`config.mk`:
```
export PLATFORM = sky130hd
export DESIGN_NAME = dmem_bridge
export DESIGN_NICKNAME = d
export VERILOG_FILES = /design/src/rtl/dmem_bridge.sv
export SDC_FILE = /design/constraint.sdc
export NUM_CORES = 1
export LEC_CHECK = 0
export ABC_AREA = 1
export CORE_ASPECT_RATIO = 0.9
export CORE_UTILIZATION = 42
export CTS_CLUSTER_SIZE = 28
export DETAILED_ROUTE_END_ITERATION = 10
export PLACE_DENSITY = 0.81
export REMOVE_ABC_BUFFERS = 1
export SYNTH_ARGS = -nofsm -noshare
export SYNTH_HDL_FRONTEND = slang
export SYNTH_SLANG_ARGS = --single-unit
```
`constraint.sdc`:
```
create_clock -name clk -period 1.6 [get_ports clk]
set_input_delay 0.32 -clock clk [delete_from_list [all_inputs] [get_ports clk]]
set_output_delay 0.32 -clock clk [all_outputs]
set_load 0.01 [all_outputs]
```
`src/rtl/dmem_bridge.sv`:
```
// rtl/dmem_bridge.sv - memory-stage to request/addr_ok/data_ok data bus bridge
module dmem_bridge (
  input  logic        clk,
  input  logic        rst,
  input  logic        cpu_en,
  input  logic [3:0]  cpu_wen,
  input  logic [31:0] cpu_addr,
  input  logic [31:0] cpu_wdata,
  input  logic        pipe_hold,
  output logic [31:0] cpu_rdata,
  output logic        cpu_stall,
  output logic        data_req,
  output logic        data_wr,
  output logic [1:0]  data_size,
  output logic [31:0] data_addr,
  output logic [3:0]  data_wstrb,
  output logic [31:0] data_wdata,
  input  logic        data_addr_ok,
  input  logic        data_data_ok,
  input  logic [31:0] data_rdata
);

  localparam logic [1:0] S_IDLE = 2'd0;
  localparam logic [1:0] S_REQ  = 2'd1;
  localparam logic [1:0] S_WAIT = 2'd2;
  localparam logic [1:0] S_DONE = 2'd3;

  logic [1:0]  state;
  logic [1:0]  state_nxt;

  logic        in_wr;
  logic [1:0]  in_size;
  logic [31:0] in_addr;

  logic        r_wr;
  logic [1:0]  r_size;
  logic [31:0] r_addr;
  logic [3:0]  r_wstrb;
  logic [31:0] r_wdata;

  logic        issue;

  assign issue   = (state == S_IDLE) && cpu_en;
  assign in_wr   = |cpu_wen;
  assign in_addr = in_wr ? cpu_addr : {cpu_addr[31:2], 2'b00};

  // Only the four single-lane and two aligned half-word strobes are narrow; everything else is a word
  always_comb begin
    in_size = 2'd2;
    case (cpu_wen)
      4'b0001, 4'b0010, 4'b0100, 4'b1000: in_size = 2'd0;
      4'b0011, 4'b1100:                   in_size = 2'd1;
      default:                            in_size = 2'd2;
    endcase
  end

  // Fields are live from the stage only while issuing; zero when idle; latched copies afterwards
  always_comb begin
    data_wr    = 1'b0;
    data_size  = 2'd0;
    data_addr  = 32'd0;
    data_wstrb = 4'd0;
    data_wdata = 32'd0;
    if (issue) begin
      data_wr    = in_wr;
      data_size  = in_size;
      data_addr  = in_addr;
      data_wstrb = cpu_wen;
      data_wdata = cpu_wdata;
    end else if (state != S_IDLE) begin
      data_wr    = r_wr;
      data_size  = r_size;
      data_addr  = r_addr;
      data_wstrb = r_wstrb;
      data_wdata = r_wdata;
    end
  end

  assign data_req  = issue || (state == S_REQ);
  assign cpu_stall = cpu_en && (state != S_DONE);

  // Next-state: bus progress is independent of pipe_hold until the access is done
  always_comb begin
    state_nxt = state;
    case (state)
      S_IDLE: if (cpu_en) state_nxt = data_addr_ok ? S_WAIT : S_REQ;
      S_REQ:  if (data_addr_ok) state_nxt = S_WAIT;
      S_WAIT: if (data_data_ok) state_nxt = S_DONE;
      S_DONE: if (!pipe_hold) state_nxt = S_IDLE;
      default: state_nxt = S_IDLE;
    endcase
  end

  // State register
  always_ff @(posedge clk or negedge rst) begin
    if (!rst) state <= S_IDLE;
    else      state <= state_nxt;
  end

  // Capture the request fields on the issue cycle so they stay stable through REQ/WAIT
  always_ff @(posedge clk or negedge rst) begin
    if (!rst) begin
      r_wr    <= 1'b0;
      r_size  <= 2'd0;
      r_addr  <= 32'd0;
      r_wstrb <= 4'd0;
      r_wdata <= 32'd0;
    end else if (issue) begin
      r_wr    <= in_wr;
      r_size  <= in_size;
      r_addr  <= in_addr;
      r_wstrb <= cpu_wen;
      r_wdata <= cpu_wdata;
    end
  end

  // Load word is captured once on completion and held until the next load completes
  always_ff @(posedge clk or negedge rst) begin
    if (!rst)                                         cpu_rdata <= 32'd0;
    else if ((state == S_WAIT) && data_data_ok && !r_wr) cpu_rdata <= data_rdata;
  end

endmodule

```
==> results of run 1 <==
## per-stage QoR
stage	utilization [%]	hold WS [ns]	setup WS, ns	std cells	TNS (ns)
final	73.4	0.480	-0.434	950	-26.23
after global routing	73.4	0.500	-0.521	950	-31.65
after CTS	68.2	0.484	-0.435	934	-25.90
after detailed placement	65.7	0.289	-0.744	905	-51.34
after global placement	65.7	0.283	-0.699	905	-48.10
after floorplan	-	0.0244	-1.90	529	-246.36
## cells by family (layout without fill, tap and decap cells)
family                     after synthesis  count (layout)  share of synthesized area [%]
DFF                                    105             105                           56.7
buffers and inverters                  139             398                           12.1
and+or+nand+nor                        135             135                           11.2
adders and majority gates                4               4                           1.08
AOI/OAI and AO/OA                      175             175                           18.9
## report_power, final
| group | switching, mW | internal, mW |
|---|---|---|
| registers | 0.471 | 3.91 |
| logic | 4.49 | 3.91 |
| clock network | 0.948 | 1.09 |
## how the worst min path moves through the flow
stage,from,end,slack [ns],cells past startpoint
final,cpu_rdata[8]$_DFFE_PN0P_,cpu_rdata[8]$_DFFE_PN0P_,0.48,2
after global placement,rst,r_addr[10]$_DFFE_PN0P_,0.28,1
after global routing,cpu_rdata[16]$_DFFE_PN0P_,cpu_rdata[16]$_DFFE_PN0P_,0.50,2
after floorplan,rst,cpu_rdata[0]$_DFFE_PN0P_,0.02,0
after CTS,rst,r_wdata[22]$_DFFE_PN0P_,0.48,2
after detailed placement,rst,r_wdata[22]$_DFFE_PN0P_,0.29,1
## flip-flops by register name, indices dropped and copies added, names as in the netlist
register / flops
r_addr: 32
r_size: 2
r_wr: 1
r_wdata: 32
state: 2
cpu_rdata: 32
r_wstrb: 4
## critical path: cells and delay by family (launching register included)
kind | cells | cell delay [ns]
buffers and inverters | 4 | 0.52
flip-flops | 1 | 0.40
AND/OR/NAND/NOR | 2 | 0.17
adder cells (fa/ha/maj) | 1 | 0.16
AO/OA/AOI/OAI | 1 | 0.10
## timing repair
| item | in CTS | in global routing |
|---|---|---|
| pin swaps | 2 | 7 |
| hold endpoints to repair | 25 | 0 |
| hold buffers | 1 | 0 |
| buffers inserted | 10 | 13 |
| resized for setup | 363 | 158 |
| endpoints found under the setup margin | 76 | 143 |
| gates cloned | 4 | 7 |
## cells in the final DEF, fill, tap and decap left out, types with 5 or more instances in the layout
cell type / n
buf_12: 9
nand2_1: 89
clkinv_2: 5
clkdlybuf4s50_1: 116
nand2_4: 15
o21ai_0: 90
clkbuf_16: 15
dfrtp_1: 105
buf_4: 37
buf_6: 7
inv_1: 106
o21ai_2: 42
buf_2: 69
nand2_2: 22
dlymetal6s2s_1: 18
o21ai_1: 42
## area by class of cell
class	instances	area (µm²)	area share [%]
clock buffers	10	239	3.02
clock inverters	6	33.8	0.427
inverters	110	425	5.38
well taps	133	166	2.10
flip-flops and latches	105	2630	33.2
multi-input cells	314	1810	22.9
repair buffers	272	2600	32.9
## per-layer routing
metal	global-route usage [%]	part of all wire, %
met5	0	0
met4	11.8	3.3
met3	8.32	8.6
met2	40.4	49
met1	27.4	39
## Yosys cell counts (all sizes together)
| cell type | number |
|---|---|
| o21ai | 174 |
| ha | 4 |
| nor2 | 4 |
| clkbuf | 15 |
| nand3 | 4 |
| or2 | 1 |
| dfrtp | 105 |
| inv | 110 |
| buf | 14 |
| nand2 | 126 |
| o21a | 1 |
==> metrics, run 1 <==
Synth top area share 56.7%; 1st-pass router iterations 4; # setup viols final 74; GRT Total Usage 23.9%; Worst R2R Setup Slack 0 ns; crit path to data_addr[14]; Synth Warn # 0; failing checks negative setup slack; Post-DRT Antenna Nets 0; worst clock skew 0.00984 ns; Mapped Cells 558; H-Tree Depth 3; syn_area_per_cell 8.31 µm²; root buffer cell clkbuf_16; Worst Tran Pin Value 0.432 ns; maxcap violations 0; Routed WL per cell 15.7 µm; Initial Util 43.1%; die height 102 µm; total gr overflow 0; number of synthesized register bits 105; R2R Path End r_addr[14]$_DFFE_PN0P_; Vias/cell 4.97; Final min period 2.03 ns; WL final 14900 µm; final max-slew violation count 0; cell area after synthesis 4640 µm²; die area 11500 µm²; Pleak 4.22 nW; Core Area 10800 µm²; final non-filler cell area 7910 µm²; worst path required time 1.28 ns; Worst Setup SP state[0]$_DFFE_PN0P_; Via Count 4717; R2R Path Start state[0]$_DFFE_PN0P_; RSZ-0062 raised after global routing yes; worst hold path type reg -> reg; DRC 0; Final nets 922; Rel. slew slack 71.2%; CTS Buffer Depth 2; Power Dens Cells 1870 nW/µm²; Synth area leader dfrtp_1; share of layout cells above drive strength 1 29.3%; Worst path max stage delay 0.40 ns; CP startpoint kind register; final worst path period share 127%; clk sinks 105; Worst-Skew Late Latency 0.34 ns; Setup WS post-layout -0.434 ns; crit path kind reg -> out; global-route wire length before repair 21400 µm; Max IR drop VDD 1.01 mV; Area contributors post-synth dfrtp_1 (57%), o21ai_0 (17%), nand2_1 (10%); Boundary Pins 211; gpl congestion 0.768; dpl cell area 7070 µm²; CP max FO 21; Num CTS Buffers 9; dpl hpwl 9200 µm; status finished, violations left; Final Hold Viols 0; CP max stage cell dfrtp_1; CP endpoint kind output port; Fill cells 766; Layout area overhead 70.5%; worst-case reg-to-reg path depth 9; sequence of cells on the critical path inv_2 -> ha_4 -> nand2_4 -> clkinv_8 -> buf_12 -> nand2_1 -> o21ai_0 -> buf_2; Final Power 14.8 mW; CTS tree yes; Core Rows 36; number of global-route vias before repair 4541; antenna violations before repair 0; clk slew on worst S/H paths 0.07 ns; ant diodes 0; Max Clk Rate 0.492 GHz; Die X 113 µm; Synth cell types 17; Worst EP arrival 1.71 ns; largest net degree at the start of global routing 65; iteration-0 DRC count of the detailed router 116; PortBufs 210; sequential share of the synthesized area 56.7%
Note: power is estimated with default switching activity, not from simulation.
==> run 2: changes to the inputs <==
--- a/config.mk
+++ b/config.mk
@@ -7,9 +7,10 @@
 export LEC_CHECK = 0
 export ABC_AREA = 1
 export CORE_ASPECT_RATIO = 0.9
-export CORE_UTILIZATION = 42
+export CORE_UTILIZATION = 65
 export CTS_CLUSTER_SIZE = 28
 export DETAILED_ROUTE_END_ITERATION = 10
+export DONT_BUFFER_PORTS = 1
 export PLACE_DENSITY = 0.81
 export REMOVE_ABC_BUFFERS = 1
 export SYNTH_ARGS = -nofsm -noshare
==> constraint.sdc (replaced) <==
create_clock -name clk -period 2.4 [get_ports clk]
set_input_delay 0.48 -clock clk [delete_from_list [all_inputs] [get_ports clk]]
set_output_delay 0.48 -clock clk [all_outputs]
set_load 0.01 [all_outputs]
==> metrics, run 2 (synthesis gave the netlist of run 1 again) <==
failing checks negative hold slack; CTS Buffer Depth 2 (unchanged); WL final 9630 µm (-35%); R2R Path Start state[0]$_DFFE_PN0P_; clk sinks 105 (unchanged); filler-free cell count of the finished design 645 (-32%); ant diodes 0 (unchanged); Pleak 2.53 nW (-40%); CP endpoint kind output port; CP startpoint kind register; worst-case reg-to-reg path depth 8 (-1); TNS Setup 0 ns (+26.23 ns); Max IR drop VDD 0.723 mV (-28%); most frequent cells in the layout o21ai_0 (148), nand2_1 (126), inv_1 (109); Rel. slew slack 66.2% (-5.0 points); P_sw 2.92 mW (-51%); Worst-Skew Late Latency 0.36 ns (+0.02 ns); Core Rows 28 (-22%); global-route wire length before repair 14700 µm (-31%); RSZ-0062 raised after global routing yes; largest net degree at the start of global routing 106 (+63%); worst slack, placed 0.322 ns (+1.07 ns); PortBufs 0 (-100%); Clock Power Share 16.2% (+2.5 points); Sw Share 42.7% (+2.8 points); Final min period 2.34 ns; sequential power share 44.8% (+15 points); GRT Total Usage 25.7% (+1.8 points); root buffer cell clkbuf_8; total gr overflow 0 (unchanged); dpl hpwl 6710 µm (-27%); Inst Count DP 624 (-31%); gpl congestion 0.804 (+4.6%); antenna violations before repair 0 (unchanged); commonest non-fill, non-tap cell in the layout o21ai_0; R2R Path End state[1]$_DFFE_PN0P_; share of layout cells above drive strength 1 6.67% (-23 points); Power Dens Cells 1380 nW/µm² (-26%); DRC 0 (unchanged); Final Power 6.85 mW (-54%); die area 7480 µm² (-35%); number of global-route vias before repair 3060 (-33%); Via Count 3443 (-27%); Post-DRT Antenna Nets 0 (unchanged); worst path required time 1.92 ns (+0.64 ns); die height 82.1 µm (-19%); CP max FO 73 (+250%); Setup WS post-layout 0.0613 ns (+0.495 ns); Final nets 660 (-28%); Vias/cell 5.34 (+7.5%); worst clock skew 0.00887 ns (-0.000964 ns); H-Tree Depth 3 (unchanged); # setup viols final 0 (-100%); CTS tree yes; clk slew on worst S/H paths 0.09 ns (+0.02 ns); Top Registers cpu_rdata: 32 flops, r_addr: 32 flops, r_wdata: 32 flops; Worst Tran Pin Value 0.502 ns (+0.0702 ns); crit path kind reg -> out; Initial Util 68.9% (+26 points); Final Hold Viols 105 (+105); Boundary Pins 211 (unchanged); Layout area overhead 7.20%; Int Pwr 3.92 mW (-56%); final max-slew violation count 0 (unchanged); Logic pwr share 39.0% (-18 points); Core Area 6730 µm² (-38%); 1st-pass router iterations 4 (unchanged); Worst EP arrival 1.86 ns (+0.15 ns); Routed WL per cell 14.9 µm (-4.8%); Num CTS Buffers 9 (unchanged); iteration-0 DRC count of the detailed router 198 (+71%); Max Clk Rate 0.428 GHz; Die X 91.0 µm (-19%); maxcap violations 0 (unchanged); worst hold path type in -> async; Worst R2R Setup Slack 0.80 ns (+0.80 ns); status finished, violations left; final worst path period share 97.4%; Hold WS -0.194 ns (-0.674 ns)
[run 2: layout make-up]
cell class	instances	area [µm²]
Sequential cell	105	2630
Fill cell	506	1760
Multi-Input combinational cell	314	1480
Inverter	110	418
Clock buffer	12	155
Timing Repair Buffer	10	126
Tap cell	90	113
Clock inverter	4	51.3
[run 2: how the worst max path moves through the flow]
stage | startpoint | endpoint | slack (ns) | cells after the start
2_1_floorplan | state[0]$_DFFE_PN0P_ | data_addr[0] | -1.26 | 6
3_3_place_gp | state[0]$_DFFE_PN0P_ | data_wdata[22] | 0.41 | 7
3_5_place_dp | state[0]$_DFFE_PN0P_ | data_wdata[11] | 0.32 | 7
4_1_cts | state[0]$_DFFE_PN0P_ | data_wdata[11] | 0.007 | 7
5_1_grt | state[0]$_DFFE_PN0P_ | data_wdata[31] | -0.04 | 7
6_report | state[0]$_DFFE_PN0P_ | data_addr[6] | 0.06 | 4
[run 2: timing repair]
item	CTS	global route
cloned	0	0
resized for setup	2	21
endpoints found under the hold margin	105	105
setup buffers	0	5
endpoints found under the setup margin	56	65
[run 2: power by group through the flow]
stage	registers, mW	logic, mW	clock network (mW)
2_1_floorplan	2.99	1.96	0
3_3_place_gp	3.07	2.42	0
3_5_place_dp	3.11	2.52	0
4_1_cts	3.08	2.55	1.14
5_1_grt	3.16	3.02	1.20
6_report	3.07	2.67	1.11
[run 2: routing by layer]
layer	part of all wire (%)	global-route usage, %
met4	2.5	8.89
met3	8.1	8.52
met2	49	43.3
met1	41	31.9
met5	0	0
[run 2: worst max-delay path: stages (launching register included)]
cell and delay (ns):
dfrtp_1 0.41, inv_1 0.08, ha_2 0.19, clkbuf_8 0.28, o21ai_0 0.51
[run 2: through the flow]
step                      cell area (µm²)  utilization (%)
after floorplan                      4490                -
after global placement               4680             69.6
after detailed placement             4680             69.6
after CTS                            4890             72.7
after global routing                 4970             73.9
final                                4970             73.9
==> patch, RTL diff (flow settings as in run 1) <==
Make the reset (`rst`) synchronous in 3 clocked blocks.
--- a/src/rtl/dmem_bridge.sv
+++ b/src/rtl/dmem_bridge.sv
@@ -92,13 +92,13 @@
   end
 
   // State register
-  always_ff @(posedge clk or negedge rst) begin
+  always_ff @(posedge clk) begin
     if (!rst) state <= S_IDLE;
     else      state <= state_nxt;
   end
 
   // Capture the request fields on the issue cycle so they stay stable through REQ/WAIT
-  always_ff @(posedge clk or negedge rst) begin
+  always_ff @(posedge clk) begin
     if (!rst) begin
       r_wr    <= 1'b0;
       r_size  <= 2'd0;
@@ -115,7 +115,7 @@
   end
 
   // Load word is captured once on completion and held until the next load completes
-  always_ff @(posedge clk or negedge rst) begin
+  always_ff @(posedge clk) begin
     if (!rst)                                         cpu_rdata <= 32'd0;
     else if ((state == S_WAIT) && data_data_ok && !r_wr) cpu_rdata <= data_rdata;
   end
Function: differs if rst is asserted again (counterexample within 4 cycles, from zero or initial values and one cycle with rst low); with rst held inactive, the same outputs for 10 cycles.
==> patch against run 1 <==
The flow still finishes with violations (setup timing); sequential share of layout area is 7.2 points lower; worst setup slack better by 0.087 ns; power is 19% lower; utilization is 8.5 points higher; design area is 2.3% higher; sequential cell count stayed put; area after synthesis is 6.5% lower; wire length is 8.4% higher; largest cell class is now buffers.
==> patch: results (changes against run 1) <==
| Metric | Value |
|---|---|
| Sequential fraction of the synthesis area | 0.485 (-0.0819) |
| Hold Crit Start | r_addr[23] |
| Share of cells above drive strength 1 | 0.330 (+0.0376) |
| WHS | 0.466 ns (-0.0136 ns) |
| Failing checks | setup timing |
| R2R setup slack | -0.10 ns (-0.10 ns) |
| DR pass1 iterations | 5 (+1) |
| Final setup fails | 115 (+55%) |
| First-pass GRT wire length | 23500 µm (+9.9%) |
| Most frequent cells after synthesis | nand2_1, dfxtp_1, a21oi_1, nor2_1, o21ai_0 |
| Distinct cells, synth | 16 (-1) |
| Met2 usage | 0.477 (+0.0734) |
| Post-Synthesis Cells | 643 (+15%) |
| Worst R2R End | r_wdata[25] |
| Vias in the first global route | 5193 (+14%) |
| PnR worst setup slack | -0.347 ns (+0.0868 ns) |
| Fin Clk Skew | 0.0101 ns (+0.000297 ns) |
| Global Route Usage Sum | 0.273 (+0.0343) |
| TNS Setup | -20.30 ns (+5.92 ns) |
| Met1 Usage GRT | 0.312 (+0.0382) |
| Status | finished with violations |
| Met3 usage | 0.0781 (-0.00508) |
| R2R cell count | 6 (-3) |
| Via density per instance | 5.02 (+1.0%) |
| Maximum fanout along the worst path | 7 (-67%) |
| Arrival @ worst endpoint | 1.63 ns (-0.08 ns) |
| Dpl hpwl | 10100 µm (+9.5%) |
| Fillers | 624 (-19%) |
| Met1 Wirelength | 6310 µm (+8.8%) |
| Worst Hold Endpoint | r_addr[23] |
| Total number of vias | 5342 (+13%) |
| Pre-CTS setup slack | -0.678 ns (+0.0659 ns) |
| Main flop type after synthesis | dfxtp_1 |
| Max VDD drop | 0.965 mV (-4.5%) |
patch: power breakdown:
part,switching [mW],internal (mW)
registers,0.247,3.09
clock network,0.993,1.11
logic,3.30,3.23
total,4.54,7.43
patch: logic make-up (layout without fill, tap and decap cells):
family / after synthesis / in the layout / synth area share
buf+inv: 52 / 348 / 0.0537
compound gates: 106 / 106 / 0.122
simple gates: 376 / 376 / 0.328
fa+ha+maj: 4 / 4 / 0.0115
flops: 105 / 105 / 0.485
patch: area by class of cell:
class	count	share of cell area
Tap cell	126	0.0195
Multi-Input combinational cell	486	0.307
Inverter	15	0.00882
Sequential cell	105	0.260
Clock inverter	5	0.00480
Clock buffer	11	0.0300
Timing Repair Buffer	317	0.369
patch: what timing repair did:
| action | 4_1_cts | 5_1_grt |
|---|---|---|
| gates resized for setup | 353 | 138 |
| buffers inserted | 7 | 10 |
| cloned | 5 | 1 |
| hold endpoints to repair | 0 | 0 |
| endpoints found under the setup margin | 148 | 180 |
| pin swaps | 1 | 4 |
